`config.mk`:
```
export PLATFORM = sky130hd
export DESIGN_NAME = cpu_control
export DESIGN_NICKNAME = d
export VERILOG_FILES = /design/src/rtl/cpu_pkg.sv /design/src/rtl/cpu_decode.sv /design/src/rtl/cpu_control.sv
export SDC_FILE = /design/constraint.sdc
export NUM_CORES = 1
export LEC_CHECK = 0
export BUFFER_PORTS_ARGS = -buffer_cell sky130_fd_sc_hd__buf_4
export CELL_PAD_IN_SITES_DETAIL_PLACEMENT = 1
export CELL_PAD_IN_SITES_GLOBAL_PLACEMENT = 2
export CORE_MARGIN = 2
export CORE_UTILIZATION = 30
export CTS_CLUSTER_DIAMETER = 60
export DETAILED_ROUTE_END_ITERATION = 7
export PLACE_DENSITY_LB_ADDON = 0.05
export SLEW_MARGIN = 25
export SYNTH_ARGS = -nofsm -noshare
export SYNTH_HDL_FRONTEND = slang
export SYNTH_SLANG_ARGS = --single-unit
```
`constraint.sdc`:
```
create_clock -name clk -period 2.7 [get_ports clk]
set_input_delay 0.405 -clock clk [delete_from_list [all_inputs] [get_ports clk]]
set_output_delay 0.405 -clock clk [all_outputs]
set_load 0.005 [all_outputs]
```
`src/rtl/cpu_pkg.sv`:
```
// Shared opcode, ALU-op, instruction-field and FSM encodings for the multi-cycle
// control unit and its decoder.
package cpu_pkg;

  localparam logic [3:0] OP_ADD  = 4'h0;
  localparam logic [3:0] OP_SUB  = 4'h1;
  localparam logic [3:0] OP_AND  = 4'h2;
  localparam logic [3:0] OP_OR   = 4'h3;
  localparam logic [3:0] OP_XOR  = 4'h4;
  localparam logic [3:0] OP_INV  = 4'h5;
  localparam logic [3:0] OP_LOAD = 4'h8;
  localparam logic [3:0] OP_INC  = 4'hA;
  localparam logic [3:0] OP_DEC  = 4'hB;
  localparam logic [3:0] OP_HLT  = 4'hC;
  localparam logic [3:0] OP_JNZ  = 4'hE;
  localparam logic [3:0] OP_JMP  = 4'hF;

  localparam logic [2:0] ALU_ADD = 3'b000;
  localparam logic [2:0] ALU_SUB = 3'b001;
  localparam logic [2:0] ALU_AND = 3'b010;
  localparam logic [2:0] ALU_OR  = 3'b011;
  localparam logic [2:0] ALU_XOR = 3'b100;
  localparam logic [2:0] ALU_INV = 3'b101;

  localparam int OP_LO   = 12;
  localparam int DST_LO  = 8;
  localparam int SRCA_LO = 4;
  localparam int SRCB_LO = 0;
  localparam int IMM_LO  = 0;

  typedef enum logic [2:0] {
    ST_FETCH, ST_DECODE, ST_RD_A, ST_RD_B, ST_EXEC, ST_WB, ST_HALT
  } state_e;

  typedef enum logic [2:0] {
    CL_ALU2, CL_ALU1, CL_INCDEC, CL_LOAD, CL_JMP, CL_JNZ, CL_HLT, CL_NOP
  } class_e;

  // Where operand B comes from in EXEC
  typedef enum logic [1:0] {
    BS_REG, BS_ONE, BS_KEEP
  } bsrc_e;

endpackage

```
`src/rtl/cpu_decode.sv`:
```
// Combinational opcode decoder: instruction class, ALU opcode and operand-B source.
module cpu_decode
  import cpu_pkg::*;
(
  input  logic [3:0] op_i,
  output logic [2:0] cls_o,
  output logic [2:0] alu_op_o,
  output logic [1:0] bsrc_o
);

  always_comb begin
    cls_o    = CL_NOP;
    alu_op_o = ALU_ADD;
    bsrc_o   = BS_KEEP;
    case (op_i)
      OP_ADD:  begin cls_o = CL_ALU2;   alu_op_o = ALU_ADD; bsrc_o = BS_REG; end
      OP_SUB:  begin cls_o = CL_ALU2;   alu_op_o = ALU_SUB; bsrc_o = BS_REG; end
      OP_AND:  begin cls_o = CL_ALU2;   alu_op_o = ALU_AND; bsrc_o = BS_REG; end
      OP_OR:   begin cls_o = CL_ALU2;   alu_op_o = ALU_OR;  bsrc_o = BS_REG; end
      OP_XOR:  begin cls_o = CL_ALU2;   alu_op_o = ALU_XOR; bsrc_o = BS_REG; end
      OP_INV:  begin cls_o = CL_ALU1;   alu_op_o = ALU_INV; bsrc_o = BS_KEEP; end
      OP_INC:  begin cls_o = CL_INCDEC; alu_op_o = ALU_ADD; bsrc_o = BS_ONE; end
      OP_DEC:  begin cls_o = CL_INCDEC; alu_op_o = ALU_SUB; bsrc_o = BS_ONE; end
      OP_LOAD: cls_o = CL_LOAD;
      OP_JMP:  cls_o = CL_JMP;
      OP_JNZ:  cls_o = CL_JNZ;
      OP_HLT:  cls_o = CL_HLT;
      default: cls_o = CL_NOP;
    endcase
  end

endmodule

```
`src/rtl/cpu_control.sv`:
```
// Hardwired fetch/decode/execute sequencer driving the ROM, 4x8 register file and ALU.
// Strobes are registered: each transition loads the strobe values of the state being entered.
module cpu_control
  import cpu_pkg::*;
#(
  parameter int PC_W   = 8,
  parameter int DATA_W = 8,
  parameter int RA_W   = 2
) (
  input  logic              clk,
  input  logic              rst,
  input  logic [15:0]       ir_data,
  input  logic [DATA_W-1:0] reg_rdata,
  input  logic [DATA_W-1:0] alu_out,
  output logic [PC_W-1:0]   pc,
  output logic              ir_en,
  output logic [RA_W-1:0]   reg_addr,
  output logic              reg_rd,
  output logic              reg_wr,
  output logic [DATA_W-1:0] reg_wdata,
  output logic [DATA_W-1:0] alu_a,
  output logic [DATA_W-1:0] alu_b,
  output logic [2:0]        alu_op,
  output logic              halted
);

  state_e              state_q;
  logic [15:0]         ir_q;
  logic [PC_W-1:0]     pc_q;
  logic                ir_en_q;
  logic [RA_W-1:0]     addr_q;
  logic                rd_q;
  logic                wr_q;
  logic [DATA_W-1:0]   alu_a_q;
  logic [DATA_W-1:0]   alu_b_q;
  logic [2:0]          alu_op_q;
  logic                halted_q;

  logic [15:0]         dec_ir;
  logic [2:0]          cls;
  logic [2:0]          dec_alu_op;
  logic [1:0]          bsrc;
  logic [RA_W-1:0]     dst;
  logic [RA_W-1:0]     src_a;
  logic [RA_W-1:0]     src_b;
  logic [7:0]          imm;
  logic [PC_W-1:0]     pc_inc;
  logic                unused_ir_bits;

  // In DECODE the word is still on the ROM bus; afterwards it lives in ir_q.
  assign dec_ir = (state_q == ST_DECODE) ? ir_data : ir_q;
  assign dst    = dec_ir[DST_LO +: RA_W];
  assign src_a  = dec_ir[SRCA_LO +: RA_W];
  assign src_b  = dec_ir[SRCB_LO +: RA_W];
  assign imm    = dec_ir[IMM_LO +: 8];
  assign pc_inc = pc_q + PC_W'(1);
  assign unused_ir_bits = ^dec_ir[11:10];

  cpu_decode u_decode (
    .op_i     (dec_ir[OP_LO +: 4]),
    .cls_o    (cls),
    .alu_op_o (dec_alu_op),
    .bsrc_o   (bsrc)
  );

  always_ff @(posedge clk) begin
    if (rst) begin
      state_q  <= ST_FETCH;
      ir_q     <= '0;
      pc_q     <= '0;
      ir_en_q  <= 1'b0;
      addr_q   <= '0;
      rd_q     <= 1'b0;
      wr_q     <= 1'b0;
      alu_a_q  <= '0;
      alu_b_q  <= '0;
      alu_op_q <= '0;
      halted_q <= 1'b0;
    end else begin
      case (state_q)
        ST_FETCH: begin
          // Coming out of reset the enable is still low: raise it before moving on.
          if (ir_en_q) begin
            ir_en_q <= 1'b0;
            state_q <= ST_DECODE;
          end else begin
            ir_en_q <= 1'b1;
          end
        end
        ST_DECODE: begin
          ir_q <= ir_data;
          case (cls)
            CL_ALU2, CL_ALU1, CL_INCDEC, CL_JNZ: begin
              rd_q    <= 1'b1;
              addr_q  <= (cls == CL_INCDEC || cls == CL_JNZ) ? dst : src_a;
              state_q <= ST_RD_A;
            end
            CL_LOAD: begin
              wr_q    <= 1'b1;
              addr_q  <= dst;
              state_q <= ST_WB;
            end
            CL_JMP: begin
              pc_q    <= PC_W'(imm);
              ir_en_q <= 1'b1;
              state_q <= ST_FETCH;
            end
            CL_HLT: begin
              halted_q <= 1'b1;
              state_q  <= ST_HALT;
            end
            default: begin
              pc_q    <= pc_inc;
              ir_en_q <= 1'b1;
              state_q <= ST_FETCH;
            end
          endcase
        end
        ST_RD_A: begin
          state_q <= ST_RD_B;
          if (cls == CL_ALU2) begin
            rd_q   <= 1'b1;
            addr_q <= src_b;
          end else begin
            rd_q <= 1'b0;
          end
        end
        ST_RD_B: begin
          alu_a_q <= reg_rdata;
          rd_q    <= 1'b0;
          if (cls == CL_JNZ) begin
            pc_q    <= (reg_rdata != '0) ? PC_W'(imm) : pc_inc;
            ir_en_q <= 1'b1;
            state_q <= ST_FETCH;
          end else begin
            state_q <= ST_EXEC;
          end
        end
        ST_EXEC: begin
          case (bsrc)
            BS_REG:  alu_b_q <= reg_rdata;
            BS_ONE:  alu_b_q <= DATA_W'(1);
            default: alu_b_q <= alu_b_q;
          endcase
          alu_op_q <= dec_alu_op;
          wr_q     <= 1'b1;
          addr_q   <= dst;
          state_q  <= ST_WB;
        end
        ST_WB: begin
          wr_q    <= 1'b0;
          pc_q    <= pc_inc;
          ir_en_q <= 1'b1;
          state_q <= ST_FETCH;
        end
        ST_HALT: state_q <= ST_HALT;
        default: state_q <= ST_FETCH;
      endcase
    end
  end

  // Write data follows the ALU combinationally: operands settle only at the end of EXEC.
  assign reg_wdata = (state_q == ST_WB) ?
                     ((cls == CL_LOAD) ? DATA_W'(imm) : alu_out) : '0;

  assign pc       = pc_q;
  assign ir_en    = ir_en_q;
  assign reg_addr = addr_q;
  assign reg_rd   = rd_q;
  assign reg_wr   = wr_q;
  assign alu_a    = alu_a_q;
  assign alu_b    = alu_b_q;
  assign alu_op   = alu_op_q;
  assign halted   = halted_q;

endmodule

```
==> results.py, run 1 <==
metrics = {
    "drt": {
        "drc": 0,
        "drt_iter0_drc": 48,
        "via_per_inst": 5.115,
        "finalWirelength_um": 8433,
        "postRouteAntennaNets": 0,
        "first_pass_iters": 4,
        "vias": 2583,
        "wl_per_cell_um": 16.70,
    },
    "cts": {
        "root_buffer": "clkbuf_8",
        "insertion_delay_ns": 0.31,
        "cts_buffer_depth": 2,
        "cts_sinks": 50,
        "numCtsBuffers": 5,
        "cts_tree": "yes",
        "cts-htree-levels": 2,
        "path_clk_slew_ns": 0.10,
    },
    "yosys": {
        "ys_warn_count": 0,
        "ys_seq_elements": 50,
        "ys_types": 52,
        "synth_nets": 359,
        "yosysTopAreaCell": "dfxtp_1",
        "ys_top_cells_by_area": "dfxtp_1 (37%), mux2i_1 (11%), nor2_1 (5.5%)",
        "syn_area_um2": 2730,
        "synth-async-reset-ratio_pct": 0,
        "synth.top_cell.area_share_pct": 36.66,
        "syn_avg_cell_area_um2": 8.426,
        "synthFlopType": "dfxtp_1",
        "ys_seq_area_share_pct": 36.66,
        "synthCells": 324,
        "synth-edff-count": 0,
    },
    "sta": {
        "slew_viol_final": 0,
        "setup_tns_ns": 0,
        "relSlewSlack_pct": 61.87,
        "setup_viol": 0,
        "holdWs_ns": 0.3514,
        "tightest_slew_ns": 0.5701,
        "final.setup_skew_ns": 0.01104,
        "max_freq_mhz": 384.4,
        "fin_crit_sh_pct": 96.35,
        "rsz0062_at_grt": "no",
        "period_needed_ns": 2.602,
        "hold_viol": 0,
    },
    "global_route": {
        "antenna_found_initial": 0,
        "grt_pass1_wl_um": 13540,
        "grt_busiest_layer": "met2",
        "use_met3_pct": 2.389,
        "globalRouteMet2Util_pct": 26.98,
        "use_met1_pct": 24.33,
        "grt_max_degree": 49,
        "grt_pass1_vias": 2543,
        "grt.overflow.total": 0,
        "grt.total_usage_pct": 16.90,
    },
    "pwr": {
        "irDropWorstVdd_mv": 0.2393,
        "pwr_density_cell_nw_per_um2": 572.5,
        "power.total_mw": 2.034,
        "p_leak_nw": 1.482,
    },
    "floorplanning": {
        "die_w_um": 99.40,
        "pin_count": 75,
        "coreArea_um2": 8763,
        "dieArea_um2": 9879,
        "die_h_um": 99.40,
        "start_util_pct": 31.15,
        "rows": 34,
    },
    "layout": {
        "post-route-util_pct": 40.55,
        "n_antenna_cell": 0,
        "drive_above_1_share_pct": 29.22,
        "syn_to_final_growth_pct": 30.16,
        "final_nets": 431,
        "nFillCells": 1076,
        "fin_area_um2": 3553,
    },
    "job": {
        "drv_cap": 0,
    },
    "critical_path": {
        "cp_data_arrival_time_ns": 2.20,
        "worstPathMaxFanout": 5,
        "crit_type": "flop to output pin",
        "crit_path_start_kind": "flop",
        "cp_data_required_time_ns": 2.30,
        "cp-end-kind": "output pin",
    },
    "worst_hold_path": {
        "hp-class": "input port to flop",
    },
    "placement": {
        "dpl_cell_area_um2": 3381,
        "portBuffers": 72,
        "place.gp.congestion": 0.7365,
        "hpwl_um": 6085,
    },
    "outcome": {
        "status": "finished, final reports clean",
    },
}
-- per-layer routing --
| layer | wire length [um] | vias to the layer above |
|---|---|---|
| met5 | 0 | - |
| li1 | - | 1298 |
| met1 | 4240 | 1249 |
| met4 | 36 | 0 |
| met3 | 231 | 2 |
| met2 | 3923 | 34 |
-- cell families after synthesis --
logic type	Yosys count	synth area share, %
adder cells (fa/ha/maj)	1	0.4582
AO/OA/AOI/OAI	77	21.59
multiplexers	32	11.96
buffers and inverters	38	6.462
flip-flops	50	36.66
AND/OR/NAND/NOR	126	22.87
-- cell type report --
type / instances / area, um2 / share of cell area (%)
tap: 108 / 135.1 / 3.803
timing repair buffer: 87 / 653.1 / 18.38
clock inverter: 3 / 45.04 / 1.268
multi-input combinational: 237 / 1592 / 44.79
sequential: 50 / 1003 / 28.24
inverter: 15 / 56.30 / 1.585
clock buffer: 5 / 68.82 / 1.937
-- path summary, 6_finish.rpt --
kind / start / to / slack (ns) / cells past startpoint
max: state_q[0] / reg_wdata[3] / 0.1 / 6
min reg2reg: alu_op[1] / alu_op[1] / 0.46 / 2
max reg2reg: state_q[2] / pc[1] / 0.46 / 7
min: reg_rdata[3] / alu_a[3] / 0.35 / 3
-- timing repair --
action / in CTS / in global routing
hold buffers: 0 / 0
pin swaps: 0 / 2
endpoints found under the setup margin: 8 / 8
cloned: 0 / 1
gates resized for setup: 1 / 5
setup buffers: 0 / 3
-- state kept, by name, summed over array words and instances (netlist names) --
signal,flops
alu_a,8
ir_q,14
alu_op,3
alu_b,8
reg_rd,1
halted,1
reg_addr,2
ir_en,1
state_q,3
reg_wr,1
pc,8
-- cell usage in the layout (no fill, tap or decap), types with 2 or more instances in the layout --
cell,count
o32ai_1,6
inv_1,15
nor4_1,5
a31oi_1,2
mux2i_1,30
nor2b_1,5
o21ai_0,3
nand3b_1,2
clkbuf_8,5
o21a_1,2
a21o_1,2
a22oi_1,3
or2_2,2
nand2b_1,12
nand3_1,15
or3_1,3
or4_1,2
dfxtp_1,48
o22a_1,2
a211oi_1,9
o211ai_1,2
nor2_1,40
a211o_1,3
a311oi_2,2
nor3_1,6
a21oi_1,27
buf_4,87
nand2_1,25
clkinvlp_4,2
a211oi_2,4
dfxtp_2,2
-- through the flow --
step                worst slack, ns  instances
global route               0.007969        505
finish                      0.09844        505
global placement             0.3066        493
CTS                         0.03958        501
floorplan                    0.3660        324
detailed placement           0.2947        493
-- report_power, final --
| part | switching [mW] | internal, mW | total, mW |
|---|---|---|---|
| clock network | 0.279 | 0.276 | 0.555 |
| logic | 0.352 | 0.275 | 0.627 |
| registers | 0.0547 | 0.798 | 0.852 |
| total | 0.685 | 1.35 | 2.03 |
-- Yosys cell counts, drive strengths merged, types with 3 or more instances --
library cell   n
nor3           6
a211o          3
nor2          40
buf           10
mux2i         30
inv           15
a211oi        14
a22oi          3
nor2b          5
dfxtp         50
clkbuf        13
a21oi         28
o21ai          3
or3            3
nand2b        12
nand3         15
or4            3
nor4           5
nand2         26
a31oi          3
o32ai          6
-- worst max-delay path, stage by stage, from the launching register on --
cell and delay (ns):
dfxtp_2 0.35, or3b_4 0.38, or4_4 0.61, nand2_4 0.15
mux2i_1 0.20, nor2_1 0.06, buf_4 0.15
Power figures use the tool's default switching activity.
==> inputs of run 2 (changes only) <==
--- a/config.mk
+++ b/config.mk
@@ -5,11 +5,12 @@
 export SDC_FILE = /design/constraint.sdc
 export NUM_CORES = 1
 export LEC_CHECK = 0
+export ABC_AREA = 1
 export BUFFER_PORTS_ARGS = -buffer_cell sky130_fd_sc_hd__buf_4
 export CELL_PAD_IN_SITES_DETAIL_PLACEMENT = 1
 export CELL_PAD_IN_SITES_GLOBAL_PLACEMENT = 2
 export CORE_MARGIN = 2
-export CORE_UTILIZATION = 30
+export CORE_UTILIZATION = 28
 export CTS_CLUSTER_DIAMETER = 60
 export DETAILED_ROUTE_END_ITERATION = 7
 export PLACE_DENSITY_LB_ADDON = 0.05
==> run 2 against run 1 <==
Worst hold slack worse by 0.015 ns. Clock-buffer cell count stayed put. Non-clock buffer count shrank 8. Via count increased by 7.6%. Clock power about the same. Highest routed layer unchanged.
==> results.py, run 2 <==
metrics = {
    "sta": {
        "tightest_slew_ns": 0.6932,
        "final.setup_skew_ns": 0.01098,
        "slew_viol_final": 0,
        "setup_viol": 0,
        "period_needed_ns": 2.496,
        "hold_viol": 0,
        "relSlewSlack_pct": 53.74,
        "rsz0062_at_grt": "no",
        "setup_tns_ns": 0,
        "fin_crit_sh_pct": 92.43,
        "max_freq_mhz": 400.7,
    },
    "layout": {
        "syn_to_final_growth_pct": 29.47,
        "final_nets": 514,
        "top_register": "ir_q",
        "mostFrequentLayoutCells": "nand2_1 (101), nor2_1 (83), buf_4 (79)",
        "n_antenna_cell": 0,
        "nFillCells": 1285,
        "seq_area_um2": 1005,
        "drive_above_1_share_pct": 26.04,
        "final_common_cell": "nand2_1",
        "largest_register_ff_count": 14,
        "finalNonFillerCells": 613,
        "multi_input_area_um2": 1524,
        "post-route-util_pct": 36.72,
    },
    "floorplanning": {
        "pin_count": 75,
        "start_util_pct": 28.36,
        "die_h_um": 102.8,
        "rows": 36,
        "die_w_um": 102.8,
        "coreArea_um2": 9639,
        "dieArea_um2": 10570,
    },
    "drt": {
        "finalWirelength_um": 8189,
        "vias": 2779,
        "wl_per_cell_um": 13.36,
        "postRouteAntennaNets": 0,
        "via_per_inst": 4.533,
        "drc": 0,
        "first_pass_iters": 6,
        "drt_iter0_drc": 57,
    },
    "placement": {
        "portBuffers": 72,
        "hpwl_um": 6318,
        "dp_cells": 605,
        "place.gp.congestion": 0.7861,
    },
    "cts": {
        "cts_buffer_depth": 2,
        "numCtsBuffers": 5,
        "post_cts_resized": 1,
        "cts_tree": "yes",
        "insertion_delay_ns": 0.31,
        "root_buffer": "clkbuf_8",
        "cts_sinks": 50,
        "postCtsHoldBufs": 0,
        "cts-htree-levels": 2,
        "path_clk_slew_ns": 0.11,
        "cts_setup_buffers": 0,
    },
    "yosys": {
        "synth_nets": 439,
        "syn_area_um2": 2734,
        "ys_top_cells_by_area": "dfxtp_1 (37%), nand2_1 (14%), nor2_1 (11%)",
        "yosysTopAreaCell": "dfxtp_1",
        "synthCells": 404,
        "ys_types": 39,
        "ys_seq_elements": 50,
        "ys_warn_count": 0,
        "ys_seq_area_share_pct": 36.61,
        "yosysMostFrequentCell": "nand2_1",
        "synthFlopType": "dfxtp_1",
        "synth_commonest_cells": "nand2_1 (101), nor2_1 (83), dfxtp_1 (50)",
        "synth.top_cell.area_share_pct": 36.61,
        "synth-async-reset-ratio_pct": 0,
        "syn_avg_cell_area_um2": 6.767,
        "synth-edff-count": 0,
    },
    "critical_path": {
        "cp_data_required_time_ns": 2.30,
        "cp_data_arrival_time_ns": 2.09,
        "crit_path_start_kind": "flop",
        "worstPathMaxFanout": 10,
        "crit_type": "flop to output pin",
        "cp-end-kind": "output pin",
    },
    "pwr": {
        "pwr_density_cell_nw_per_um2": 970.8,
        "p_leak_nw": 1.687,
        "irDropWorstVdd_mv": 0.3338,
    },
    "outcome": {
        "status": "finished, final reports clean",
    },
    "global_route": {
        "antenna_found_initial": 0,
        "grt_pass1_vias": 2638,
        "grt_pass1_wl_um": 13360,
        "grt_max_degree": 29,
        "grt.overflow.total": 0,
        "grt.total_usage_pct": 16.09,
    },
    "worst_hold_path": {
        "hp-class": "input port to flop",
    },
    "job": {
        "drv_cap": 0,
    },
}
-- run 2: cell types whose count changed in the layout (fill, tap and decap cells not counted), sizes merged, moves of 8 or more --
cell	change
a211oi	-14
buf	-8
inv	+20
mux2i	-29
nand2	+91
nand2b	-12
nand3	+13
nor2	+47
o21ai	+22
-- run 2: stage by stage --
step	setup slack, ns	power [mW]	hold WS [ns]	area [um2]
final	0.2045	3.436	0.3366	3540
after detailed placement	0.3313	2.932	0.4578	3422
after CTS	0.02056	3.503	0.3294	3537
after global placement	0.3896	2.904	0.4526	3422
after floorplan	0.7125	2.368	0.4516	2734
after global routing	0.01474	3.776	0.3392	3540
-- run 2: power breakdown --
part / switching (mW) / internal (mW) / total, mW
sequential: 0.154 / 0.932 / 1.09
combinational: 1.11 / 0.684 / 1.80
clock: 0.276 / 0.276 / 0.552
-- run 2: cell type report --
| type | count | area share (%) |
|---|---|---|
| sequential | 50 | 28.38 |
| multi-input combinational | 307 | 43.05 |
| inverter | 36 | 3.888 |
| timing repair buffer | 79 | 16.76 |
| tap | 133 | 4.701 |
| clock buffer | 5 | 1.944 |
| clock inverter | 3 | 1.273 |
-- run 2: metal layers --
metal,GRT usage (%),routed length [um],up-vias
li1,-,-,1435
met1,21.20,3929,1290
met2,28.15,3892,48
met3,2.441,300,6
met4,3.036,68,0
met5,0,0,-
-- run 2: cell families after synthesis --
kind of cell / count (synthesis) / synth area share (%)
simple gates: 246 / 42.06
buf+inv: 47 / 7.643
xor+xnor: 6 / 1.922
fa+ha+maj: 1 / 0.4576
flops: 50 / 36.61
mux: 1 / 0.3661
compound gates: 53 / 10.94
-- run 2: path summary, 6_finish.rpt --
path | from | to | slack (ns) | cells after the start
setup / recovery | state_q[2] | reg_wdata[0] | 0.20 | 10
hold reg to reg | alu_op[2] | alu_op[2] | 0.47 | 2
hold / removal | reg_rdata[5] | alu_a[5] | 0.34 | 3
setup reg to reg | state_q[1] | pc[4] | 0.66 | 11
-- run 2: critical path, cell delays in order, from the launching register on --
cell	delay, ns
dfxtp_2	0.47
inv_4	0.11
nand3_4	0.14
nand2_2	0.08
nand2_4	0.13
nand2_1	0.10
nor2_1	0.23
inv_2	0.12
o21ai_1	0.20
nor2_1	0.06
buf_4	0.13
